### src/rtl/load_store_unit.sv
// load_store_unit: single-outstanding load/store initiator for a word-wide
// data memory. Sub-word stores are done as read-modify-write.
// Optional build macro LSU_MISALIGN_TRAP_EN: misaligned halfword/word
// accesses are rejected with resp_err_o instead of being truncated.
//
// state    | meaning
// ---------+----------------------------------------------------------
// IDLE     | ready for a request; captures request fields on accept
// READ     | memory read strobe; memdata_i captured into rd_q
// WRITE    | memory write strobe; full or merged word on writedata_o
// RESP     | one-cycle completion pulse with load data or error
module load_store_unit #(
   parameter int MEM_WORDS = 32
) (
   input  logic        clk_i,
   input  logic        rst_i,
   input  logic        req_valid_i,
   output logic        req_ready_o,
   input  logic        req_we_i,
   input  logic [1:0]  req_size_i,
   input  logic        req_unsigned_i,
   input  logic [31:0] req_addr_i,
   input  logic [31:0] req_wdata_i,
   output logic        resp_valid_o,
   output logic [31:0] resp_rdata_o,
   output logic        resp_err_o,
   output logic        memread_o,
   output logic        memwrite_o,
   output logic [31:0] memaddr_o,
   output logic [31:0] writedata_o,
   input  logic [31:0] memdata_i
);

   localparam logic [1:0] ST_IDLE  = 2'd0;
   localparam logic [1:0] ST_READ  = 2'd1;
   localparam logic [1:0] ST_WRITE = 2'd2;
   localparam logic [1:0] ST_RESP  = 2'd3;

   generate
      if (MEM_WORDS < 1) begin : g_param_check
         $error("MEM_WORDS must be at least 1");
      end
   endgenerate

   logic [1:0]  state;
   logic        we_q;
   logic        uns_q;
   logic        err_q;
   logic [1:0]  size_q;
   logic [31:0] addr_q;
   logic [31:0] wdata_q;
   logic [31:0] rd_q;
   logic        accept;
   logic        req_err;
   logic [7:0]  lane_b;
   logic [15:0] lane_h;
   logic [31:0] load_data;
   logic [31:0] merge_data;

   assign accept = (state == ST_IDLE) && req_valid_i;

   // Classify the incoming request as rejected before it is accepted.
   always_comb begin
      req_err = (req_size_i == 2'b11);
`ifdef LSU_MISALIGN_TRAP_EN
      if ((req_size_i == 2'b01) && req_addr_i[0])
         req_err = 1'b1;
      if ((req_size_i == 2'b10) && (req_addr_i[1:0] != 2'b00))
         req_err = 1'b1;
`endif
   end

   // Sequencer and registered request fields.
   always_ff @(posedge clk_i or negedge rst_i) begin
      if (!rst_i) begin
         state   <= ST_IDLE;
         we_q    <= 1'b0;
         uns_q   <= 1'b0;
         err_q   <= 1'b0;
         size_q  <= 2'b00;
         addr_q  <= '0;
         wdata_q <= '0;
         rd_q    <= '0;
      end else begin
         case (state)
            ST_IDLE: begin
               if (accept) begin
                  we_q    <= req_we_i;
                  uns_q   <= req_unsigned_i;
                  err_q   <= req_err;
                  size_q  <= req_size_i;
                  addr_q  <= req_addr_i;
                  wdata_q <= req_wdata_i;
                  if (req_err)
                     state <= ST_RESP;
                  else if (req_we_i && (req_size_i == 2'b10))
                     state <= ST_WRITE;
                  else
                     state <= ST_READ;
               end
            end
            ST_READ: begin
               rd_q  <= memdata_i;
               state <= we_q ? ST_WRITE : ST_RESP;
            end
            ST_WRITE: state <= ST_RESP;
            default:  state <= ST_IDLE;
         endcase
      end
   end

   // Select the addressed lane of the read word and extend it.
   always_comb begin
      case (addr_q[1:0])
         2'd0:    lane_b = rd_q[7:0];
         2'd1:    lane_b = rd_q[15:8];
         2'd2:    lane_b = rd_q[23:16];
         default: lane_b = rd_q[31:24];
      endcase
      lane_h = addr_q[1] ? rd_q[31:16] : rd_q[15:0];
      case (size_q)
         2'b00:   load_data = uns_q ? {24'h0, lane_b} : {{24{lane_b[7]}}, lane_b};
         2'b01:   load_data = uns_q ? {16'h0, lane_h} : {{16{lane_h[15]}}, lane_h};
         default: load_data = rd_q;
      endcase
   end

   // Build the word to write: store data itself, or rd_q with one lane replaced.
   always_comb begin
      merge_data = rd_q;
      case (size_q)
         2'b00: begin
            case (addr_q[1:0])
               2'd0:    merge_data[7:0]   = wdata_q[7:0];
               2'd1:    merge_data[15:8]  = wdata_q[7:0];
               2'd2:    merge_data[23:16] = wdata_q[7:0];
               default: merge_data[31:24] = wdata_q[7:0];
            endcase
         end
         2'b01: begin
            if (addr_q[1])
               merge_data[31:16] = wdata_q[15:0];
            else
               merge_data[15:0]  = wdata_q[15:0];
         end
         default: merge_data = wdata_q;
      endcase
   end

   assign req_ready_o  = (state == ST_IDLE);
   assign memread_o    = (state == ST_READ);
   assign memwrite_o   = (state == ST_WRITE);
   assign memaddr_o    = (memread_o || memwrite_o) ? {2'b00, addr_q[31:2]} : 32'h0;
   assign writedata_o  = memwrite_o ? merge_data : 32'h0;
   assign resp_valid_o = (state == ST_RESP);
   assign resp_err_o   = resp_valid_o && err_q;
   assign resp_rdata_o = (resp_valid_o && !we_q && !err_q) ? load_data : 32'h0;

endmodule

### config.mk
export PLATFORM = sky130hd
export DESIGN_NAME = load_store_unit
export DESIGN_NICKNAME = d
export VERILOG_FILES = /design/src/rtl/load_store_unit.sv
export SDC_FILE = /design/constraint.sdc
export NUM_CORES = 1
export LEC_CHECK = 0
export BUFFER_PORTS_ARGS = -buffer_cell sky130_fd_sc_hd__buf_2
export CORE_MARGIN = 3
export CORE_UTILIZATION = 45
export DETAILED_ROUTE_END_ITERATION = 7
export GPL_TIMING_DRIVEN = 1
export HOLD_SLACK_MARGIN = 0.02
export PLACE_DENSITY = 0.79
export SYNTH_ARGS = -nofsm -noshare
export SYNTH_HDL_FRONTEND = slang
export SYNTH_SLANG_ARGS = --single-unit
export TNS_END_PERCENT = 100
### constraint.sdc
create_clock -name clk_i -period 5.4 [get_ports clk_i]
set_clock_uncertainty 0.1 [all_clocks]
set_input_delay 1.35 -clock clk_i [delete_from_list [all_inputs] [get_ports clk_i]]
set_output_delay 1.35 -clock clk_i [all_outputs]
set_load 0.02 [all_outputs]
* Word-level counts from Yosys, hierarchy flattened
Cells that the tools add are included.
** Storage, ports and cells
- Register bits after elaboration :: 103
- Input bits :: 103
- Output and inout bits :: 101
- Word-level logic and storage cells :: 50
** Cells by class
- Eq/ne operators :: 9
- Mux-type cells :: 20
- Reductions and logical operators :: 13
** Operators by type and width (number)
- 32-bit two-way mux :: 4
- 32-bit case mux with 2 select lines :: 2
- 16-bit two-way mux :: 3
- 8-bit two-way mux :: 4
- 30-bit two-way mux :: 1
- 8-bit case mux with 3 select lines :: 1
- 2-bit equality test, second input constant :: 5
- 2-bit by 1-bit equality test with 1-bit output, second input constant :: 3
- 2-bit logical NOT :: 3
- 2-bit two-way mux :: 3
- 2-bit case mux with 3 select lines :: 1
- 1-bit logical AND :: 5
- 3-bit OR reduction :: 1
- 1-bit logical NOT :: 2
- 2-bit by 1-bit != test with 1-bit output, second input constant :: 1
- 2-bit AND reduction :: 1
- 1-bit logical OR :: 1
- 1-bit two-way mux :: 1

* Depth between registers and ports, before layout
Gate-level depths: netlist of the first run.
- Depth in word-level cells :: 6
- Gate-level depth with buffers :: 7
- Gate-level depth less buffers :: 6

* Worst setup path before layout of the first run
OpenSTA, ideal clock, no wires.
- Kind :: register to output
- Start :: register state[0]
- End :: output resp_rdata_o[5]
- Data arrival time :: 1893 ps
- Data required time :: 3950 ps
- Slack :: 2057 ps
- Stages on the path, launching flop included :: 5
- Buffers on the path :: 1
- Cell sequence :: dfrtp_1 > ha_1 > or3b_1 > buf_2 > a221oi_1
** Between the ends
- Longest elaborated chain between the ends :: 4
** RTL lines
- start: declaration :: RTL line 45 : logic [1:0] state;
- start signal: assignment :: RTL line 104 : state <= we_q ? ST_WRITE : ST_RESP;
- 2-bit equality test :: RTL line 155 : assign resp_valid_o = (state == ST_RESP);
- via resp_valid_o :: RTL line 24 : output logic resp_valid_o,
- 1-bit logical AND (2 in series) :: RTL line 157 : assign resp_rdata_o = (resp_valid_o && !we_q && !err_q) ? load_data : 32'h0;
- 32-bit two-way mux :: RTL line 157
- end: declaration :: RTL line 25 : output logic [31:0] resp_rdata_o,
The timed path passes the listed nets, and every way through them passes these cells.

* Worst setup path in the final report of the first run
- Start :: register size_q[0]
- End :: output resp_rdata_o[25]
** Between the ends
- Longest elaborated chain between the ends :: 3
- Elaborated cells between the ends (all ways) :: 4
- Classes of those cells :: eq/ne (1); mux (2); reduce/logical (1)
** RTL lines
- start: declaration :: RTL line 49 : logic [1:0] size_q;
- start signal: assignment :: RTL line 91 : size_q <= req_size_i;
- 2-bit by 1-bit equality test with 1-bit output or 2-bit logical NOT (tied branches) :: RTL line 121 : case (size_q)
- 32-bit case mux with 2 select lines * :: RTL line 121
- 32-bit two-way mux * :: RTL line 157
Mark *: on every way between the ends. The rest lies on a longest branch, timed or not.

==> out/results.tsv, run 1 <==
metric	value	unit
drive_gt1_share	48.2	%
synth_flop_cell	dfrtp_1	
hold_class	register to register	
cts_resized	0	
grtUsageMet2	39.8	%
overflow	0	
timing_hold_violations_final	0	
drv_cap	0	
finalPower	4.96	mW
grt_use_total	24.2	%
via_count	4902	
netlist_instances	530	
routed_wl	17200	um
drt-wirelength-per-cell	19.6	um
core	12300	um^2
rsz0062_at_grt	no	
grt_pass1_wl	27100	um
cts_buffer_depth	2	
numCtsBuffers	9	
end_kind	output pin	
postLayoutCellArea	7100	um^2
async_reset_ff_share	100	%
place_congestion	0.873	
post-route-period-util	80.6	%
hold_depth	1	
start_util	47.1	%
peakVddDrop	0.000385	V
hpwl	12800	um
relSlewSlack	37.9	%
worstRegToRegCells	5	
yosysUniqueCellTypes	42	
cp.required	3.95	ns
gr-usage-met1	29.9	%
ant_nets	0	
p_per_area	698	nW/um^2
drtIter0Drc	316	
syn_area_per_cell	10.9	um^2
clock-sinks	103	
clk_latency	0.35	ns
hp-start	addr_q[9]	
grt_start_max_net_pins	71	
synth_edf_count	0	
die_h	119	um
vias_per_cell	5.59	
r2r_setup_slack	2.90	ns
critPathKind	register to output pin	
grt_most_used_layer	met2	
yosysWarnings	0	
cts_hold_buf	0	
port_buffers	201	
p_leak	3.55	nW
reg2reg_to	wdata_q[14]	
root_buffer	clkbuf_16	
post_dp_cell_area	6820	um^2
tns	0	ns
critPathMaxFanout	23	
finalCriticalPeriod	4.35	ns
fmax	230	MHz
hold_end	addr_q[9]	
drc	0	
htreeDepth	3	
r2r-start	state[0]	
whs	0.400	ns
grt_use_met3	6.65	%
cts_tree	yes	
yosys_register_bits	103	
die_w	119	um
setup-violations-final	0	
dr.pass1.iters	6	
area_growth_syn_to_layout	23.0	%
post_cts_buffers	0	
status	finished clean	
rows	40	
slew_violations	0	
yosysSeqAreaShare	44.6	%
cp.arrival	2.90	ns
dieArea	14200	um^2
worstMarginPinSlew	0.932	ns
io_pins	204	
fillers	1055	
antennaDiodeCount	0	
grt_antenna_before_repair	2	
synth_area	5770	um^2
startpoint_type	register	
cts.reportedPaths.clkPinSlew	0.07	ns
fin_nets	811	
grt_pass1_vias	5057	
==> stage by stage <==
step	cells	util [%]	setup WS, ns
floorplan	531	-	2.06
global placement	861	55.6	1.62
detailed placement	861	55.6	1.50
CTS	877	57.9	1.12
global route	877	57.9	0.893
finish	877	57.9	1.05
==> worst max-delay path, cell delays in order (launching register included) <==
cell and delay, ns:
dfrtp_1 0.86, nor2_1 0.40, and3b_4 0.31, o31ai_4 0.65
nand2_1 0.13, buf_2 0.20
==> registers in the layout, summed over array words and instances, names as in the netlist <==
name,count
size_q,2
wdata_q,32
uns_q,1
rd_q,32
we_q,1
state,2
addr_q,32
err_q,1
==> Yosys cell counts, types with 2 or more instances <==
| cell | instances | area (um^2) |
|---|---|---|
| mux2_2 | 112 | 1260 |
| dfrtp_1 | 103 | 2580 |
| nand2_1 | 56 | 210 |
| and2_1 | 33 | 206 |
| mux2i_1 | 22 | 220 |
| nor2_1 | 21 | 78.8 |
| clkbuf_1 | 19 | 71.3 |
| o21ai_0 | 15 | 75.1 |
| o22ai_1 | 14 | 87.6 |
| buf_2 | 13 | 65.1 |
| a21oi_1 | 10 | 50.1 |
| inv_1 | 9 | 33.8 |
| nor2b_1 | 9 | 56.3 |
| a21boi_0 | 8 | 60.1 |
| a22oi_1 | 8 | 60.1 |
| a32oi_1 | 8 | 70.1 |
| o22a_1 | 8 | 70.1 |
| o31ai_1 | 8 | 60.1 |
| o211a_1 | 7 | 70.1 |
| a222oi_1 | 6 | 60.1 |
| buf_4 | 5 | 37.5 |
| buf_1 | 4 | 15.0 |
| ha_1 | 4 | 50.1 |
| nand2b_1 | 4 | 25.0 |
| nor3_1 | 3 | 15.0 |
| a221oi_1 | 2 | 17.5 |
| a31oi_1 | 2 | 12.5 |
| buf_6 | 2 | 22.5 |
| or2_2 | 2 | 12.5 |
==> routing by layer <==
layer  routed length [um]  vias to the layer above  part of all wire, %
li1                     -                     2247                    -
met1                 6860                     2354                   40
met2                 8150                      258                   47
met3                 1600                       39                  9.3
met4                  524                        4                  3.1
met5                   21                        -                 0.12
==> report_power, final <==
group	switching, mW	total, mW	internal [mW]
Clock	0.284	0.623	0.339
Combinational	1.45	2.65	1.20
Sequential	0.523	1.69	1.17
==> layout make-up <==
type,count,area [um^2],area share [%]
Clock buffer,12,256,3.61
Tap cell,168,210,2.96
Multi-Input combinational cell,376,2960,41.6
Timing Repair Buffer,205,1040,14.6
Inverter,9,33.8,0.476
Sequential cell,103,2580,36.3
Clock inverter,4,30.0,0.423
==> placed cells by master (no fill, tap or decap), drive strengths merged, types with 2 or more instances in the layout <==
cell type	Yosys	final
nor2b	9	9
conb	1	2
a31oi	2	2
nor2	22	22
nand2b	4	4
nor3	4	4
a21oi	11	11
inv	9	9
clkinv	0	3
a221oi	2	2
o211a	7	7
o21ai	16	16
buf	24	205
o22ai	14	14
o22a	8	8
mux2i	22	22
clkbuf	19	12
dfrtp	103	103
and2	33	33
o31ai	9	9
or2	2	2
a32oi	8	8
nand2	56	56
a222oi	6	6
a21boi	8	8
ha	4	4
mux2	112	112
a22oi	8	8
==> cells by family (layout without fill, tap and decap cells) <==
kind of cell,count (synthesis),after routing,synth area share (%)
compound gates,102,102,13.1
fa+ha+maj,4,4,0.867
buf+inv,52,230,4.25
flops,103,103,44.6
mux,134,134,25.7
other cells,1,2,0.0649
simple gates,134,134,11.4
==> worst max-delay path by stage <==
stage,cells after the start,slack [ns],end,from
2_1_floorplan,4,2.06,resp_rdata_o[5],state[0]
3_3_place_gp,4,1.62,resp_rdata_o[5],size_q[1]
3_5_place_dp,5,1.50,resp_rdata_o[20],size_q[0]
4_1_cts,5,1.12,resp_rdata_o[16],size_q[0]
5_1_grt,5,0.89,resp_rdata_o[23],size_q[0]
6_report,5,1.05,resp_rdata_o[25],size_q[0]
Note: power is estimated with default switching activity, not from simulation.
==> inputs of run 2 (changes only) <==
Clock period 5.4 ns to 4.31 ns, I/O delays scaled along.
==> out/results.tsv, run 2 (synthesized netlist as in run 1, its figures left out) <==
metric	value	unit	change
status	finished clean		
multiInputGateArea	2960	um^2	unchanged
dr.pass1.iters	6		unchanged
top_regs	addr_q x32, rd_q x32, wdata_q x32		
rows	40		unchanged
relSlewSlack	41.5	%	+3.6 points
critPathMostFrequentCell	nand2_1		
antennaDiodeCount	0		unchanged
layout_common_cells	buf_2, mux2_2, dfrtp_1, nand2_1, and2_1		
clock-sinks	103		unchanged
cp_cell_sequence	ha_1, or3b_1, nor2_2, nand2_1, nand2_1, buf_2		
r2r_setup_slack	1.93	ns	-0.97 ns
drc	0		unchanged
start_util	47.1	%	unchanged
p_leak	3.58	nW	+0.79%
post-route-util	58.4	%	+0.44 points
grt_use_total	24.3	%	+0.062 points
routed_wl	17300	um	+1.1%
post-route-period-util	91.0	%	
grt_pass1_vias	5085		+0.55%
io_pins	204		unchanged
slowest_delay	0.65	ns	-0.21 ns
drv_cap	0		unchanged
startpoint_type	register		
cts.reportedPaths.clkPinSlew	0.08	ns	about the same
slowest_stage	or3b_1		
drive_gt1_share	48.5	%	+0.29 points
vias_per_cell	5.60		+0.11%
ant_nets	0		unchanged
pwr-share-seq	33.3	%	-0.8 points
comb_power_share	53.6	%	+0.2 points
root_buffer	clkbuf_16		
cts_tree	yes		
drtIter0Drc	433		+37%
fin_nets	815		+0.49%
die_h	119	um	unchanged
cp.required	3.13	ns	-0.82 ns
cts_resized	0		unchanged
hpwl	13000	um	+1.8%
crit_buf_inv	1		unchanged
clk_latency	0.36	ns	about the same
htreeDepth	3		unchanged
area_growth_syn_to_layout	24.0	%	
tns	0	ns	unchanged
grt_start_max_net_pins	62		-13%
overflow	0		unchanged
seqCellArea	2580	um^2	unchanged
place_congestion	0.843		-3.4%
timing_hold_violations_final	0		unchanged
mostFrequentLayoutCell	buf_2		
pwr-share-clk	13.1	%	+0.5 points
crit_family	simple AND/OR/NAND/NOR gates		
worstMarginPinSlew	0.878	ns	-0.0544 ns
critPathKind	register to output pin		
rsz0062_at_grt	no		
fmax	255	MHz	
post_cts_buffers	0		unchanged
die_w	119	um	unchanged
cp.arrival	2.74	ns	-0.16 ns
internal-power	3.44	mW	+27%
grt_antenna_before_repair	1		-1
core	12300	um^2	unchanged
dieArea	14200	um^2	unchanged
finalCriticalPeriod	3.92	ns	
grt_pass1_wl	27000	um	-0.28%
postLayoutCellArea	7160	um^2	+0.76%
setup-violations-final	0		unchanged
critPathMaxFanout	16		-30%
p_per_area	879	nW/um^2	+26%
cts_hold_buf	0		unchanged
hold_class	register to register		
post_dp_cell_area	6860	um^2	+0.62%
peakVddDrop	0.000663	V	+72%
numCtsBuffers	9		unchanged
end_kind	output pin		
switching_share	45.4	%	-0.15 points
cts_buffer_depth	2		unchanged
drt-wirelength-per-cell	19.7	um	+0.66%
p_sw	2.85	mW	+26%
port_buffers	201		unchanged
via_count	4930		+0.57%
fillers	1049		-0.57%
slew_violations	0		unchanged
-- run 2: path summary, 6_finish.rpt --
path	cells past startpoint	from	endpoint
max	6	state[1]	resp_rdata_o[25]
min	1	addr_q[2]	addr_q[2]
max reg2reg	5	state[0]	addr_q[8]
min reg2reg	1	addr_q[2]	addr_q[2]
max in group asynchronous	2	rst_i	wdata_q[21]
min in group asynchronous	1	rst_i	rd_q[26]
-- run 2: power groups by stage --
stage | Combinational, mW | Clock [mW] | Sequential, mW
CTS | 3.37 | 0.845 | 2.07
floorplan | 2.64 | 0 | 1.76
detailed placement | 3.35 | 0 | 2.08
global placement | 3.26 | 0 | 2.05
global route | 3.64 | 0.878 | 2.14
finish | 3.37 | 0.824 | 2.10
-- run 2: stage by stage --
step	power, mW	std cells	hold slack, ns	setup WS (ns)
2_1_floorplan	4.40	531	0.359	1.24
3_3_place_gp	5.32	865	0.380	0.945
3_5_place_dp	5.44	865	0.389	0.812
4_1_cts	6.29	881	0.408	0.407
5_1_grt	6.66	881	0.417	0.224
6_report	6.29	881	0.403	0.388
-- run 2: layer usage --
metal	part of all wire, %	vias to the layer above	track usage, %
met1	41	2398	30.8
met4	2.6	2	9.20
met3	8.9	34	6.41
met2	48	250	39.7
met5	0.040	-	0
li1	-	2246	-
-- run 2: layout make-up --
| cell class | instances | share of cell area, % |
|---|---|---|
| Multi-Input combinational cell | 376 | 41.3 |
| Sequential cell | 103 | 36.0 |
| Timing Repair Buffer | 209 | 15.1 |
| Clock buffer | 10 | 3.20 |
| Tap cell | 168 | 2.94 |
| Clock inverter | 6 | 0.961 |
| Inverter | 9 | 0.472 |
==> inputs of run 3 (changes only) <==
Settings changed: CAP_MARGIN from default to 0, CORE_UTILIZATION 45 to 30, PLACE_DENSITY 0.79 to 0.59.
==> out/results.tsv, run 3 (synthesized netlist as in run 1, its figures left out) <==
metric	value	unit	change
status	finished clean		
cts_resized	0		unchanged
via_count	4836		-1.9%
setup-violations-final	0		unchanged
die_h	145	um	+21%
routed_wl	18800	um	+8.2%
rsz0062_at_grt	no		
grt_pass1_wl	27900	um	+3.1%
ant_nets	0		unchanged
start_util	30.7	%	-16 points
hold_class	register to register		
timing.final.ws_setup	0.449	ns	+0.0608 ns
post-route-util	38.7	%	-20 points
die_w	145	um	+21%
postLayoutCellArea	7290	um^2	+1.8%
tns	0	ns	unchanged
cp.arrival	2.68	ns	-0.06 ns
post_cts_buffers	0		unchanged
slew_violations	0		unchanged
drc	0		unchanged
htreeDepth	3		unchanged
grt_antenna_before_repair	5		+4
drive_gt1_share	48.6	%	+0.068 points
layout_common_cells	buf_2, mux2_2, dfrtp_1, nand2_1, and2_1		
finalCriticalPeriod	3.86	ns	-0.0608 ns
cts.reportedPaths.clkPinSlew	0.07	ns	about the same
cts_hold_buf	0		unchanged
io_pins	204		unchanged
place_congestion	0.853		+1.2%
grt_start_max_net_pins	72		+16%
vias_per_cell	4.97		-11%
critPathKind	register to output pin		
slowest_stage	nor2b_1		
place_inst	957		+11%
dr.pass1.iters	6		unchanged
cts_tree	yes		
timing_hold_violations_final	0		unchanged
peakVddDrop	0.000346	V	-48%
cp_cell_sequence	nor2b_1, mux2_2, a22oi_1, a21boi_0, buf_2		
port_buffers	201		unchanged
final_cell_count_no_fill	973		+10%
end_kind	output pin		
clock-sinks	103		unchanged
grt_use_total	17.7	%	-6.6 points
numCtsBuffers	9		unchanged
whs	0.400	ns	-0.00315 ns
top_regs	addr_q x32, rd_q x32, wdata_q x32		
area_growth_syn_to_layout	26.2	%	
relSlewSlack	34.2	%	-7.3 points
grt_pass1_vias	4820		-5.2%
mostFrequentLayoutCell	buf_2		
hpwl	13600	um	+4.8%
p_leak	3.59	nW	+0.30%
drt-wirelength-per-cell	19.3	um	-2.0%
crit_family	simple AND/OR/NAND/NOR gates		
startpoint_type	register		
drv_cap	0		unchanged
cts_buffer_depth	2		unchanged
slowest_delay	0.70	ns	+0.05 ns
finalPower	6.35	mW	+0.92%
core	18800	um^2	+54%
fin_nets	815		unchanged
drtIter0Drc	303		-30%
critPathMaxFanout	15		-1
rows	50		+25%
p_per_area	871	nW/um^2	-0.88%
dieArea	20900	um^2	+47%
crit_buf_inv	1		unchanged
fmax	259	MHz	+1.6%
dp_worst_setup_slack	0.859	ns	+0.0467 ns
cp.required	3.13	ns	about the same
clk_latency	0.35	ns	about the same
root_buffer	clkbuf_16		
overflow	0		unchanged
post_dp_cell_area	6980	um^2	+1.8%
post-route-period-util	89.6	%	-1.4 points
worstMarginPinSlew	0.987	ns	+0.109 ns
[run 3: final timing paths]
check | endpoint | slack, ns | startpoint | cells past startpoint
setup / recovery | writedata_o[10] | 0.45 | addr_q[0] | 5
hold / removal | addr_q[25] | 0.40 | addr_q[25] | 1
setup reg to reg | wdata_q[29] | 2.14 | state[0] | 4
hold reg to reg | addr_q[25] | 0.40 | addr_q[25] | 1
max in group asynchronous | rd_q[20] | 2.65 | rst_i | 2
min in group asynchronous | addr_q[11] | 0.70 | rst_i | 1
[run 3: layer usage]
metal | track usage [%] | wire, um
met5 | 0 | 63
met4 | 7.17 | 655
met3 | 5.82 | 1680
met2 | 26.8 | 8210
met1 | 23.4 | 8170
[run 3: final cells by class]
| class | count | area [um^2] |
|---|---|---|
| repair buffers | 209 | 1080 |
| well taps | 260 | 325 |
| clock inverters | 5 | 66.3 |
| fillers | 1895 | 11500 |
| diodes | 1 | 2.50 |
| flip-flops and latches | 103 | 2580 |
| clock buffers | 10 | 239 |
| inverters | 9 | 33.8 |
| multi-input cells | 376 | 2960 |
[run 3: power by group]
| group | internal (mW) | switching (mW) | total [mW] |
|---|---|---|---|
| Clock | 0.471 | 0.392 | 0.864 |
| Sequential | 1.46 | 0.600 | 2.06 |
| Combinational | 1.53 | 1.89 | 3.42 |
| Total | 3.46 | 2.88 | 6.35 |
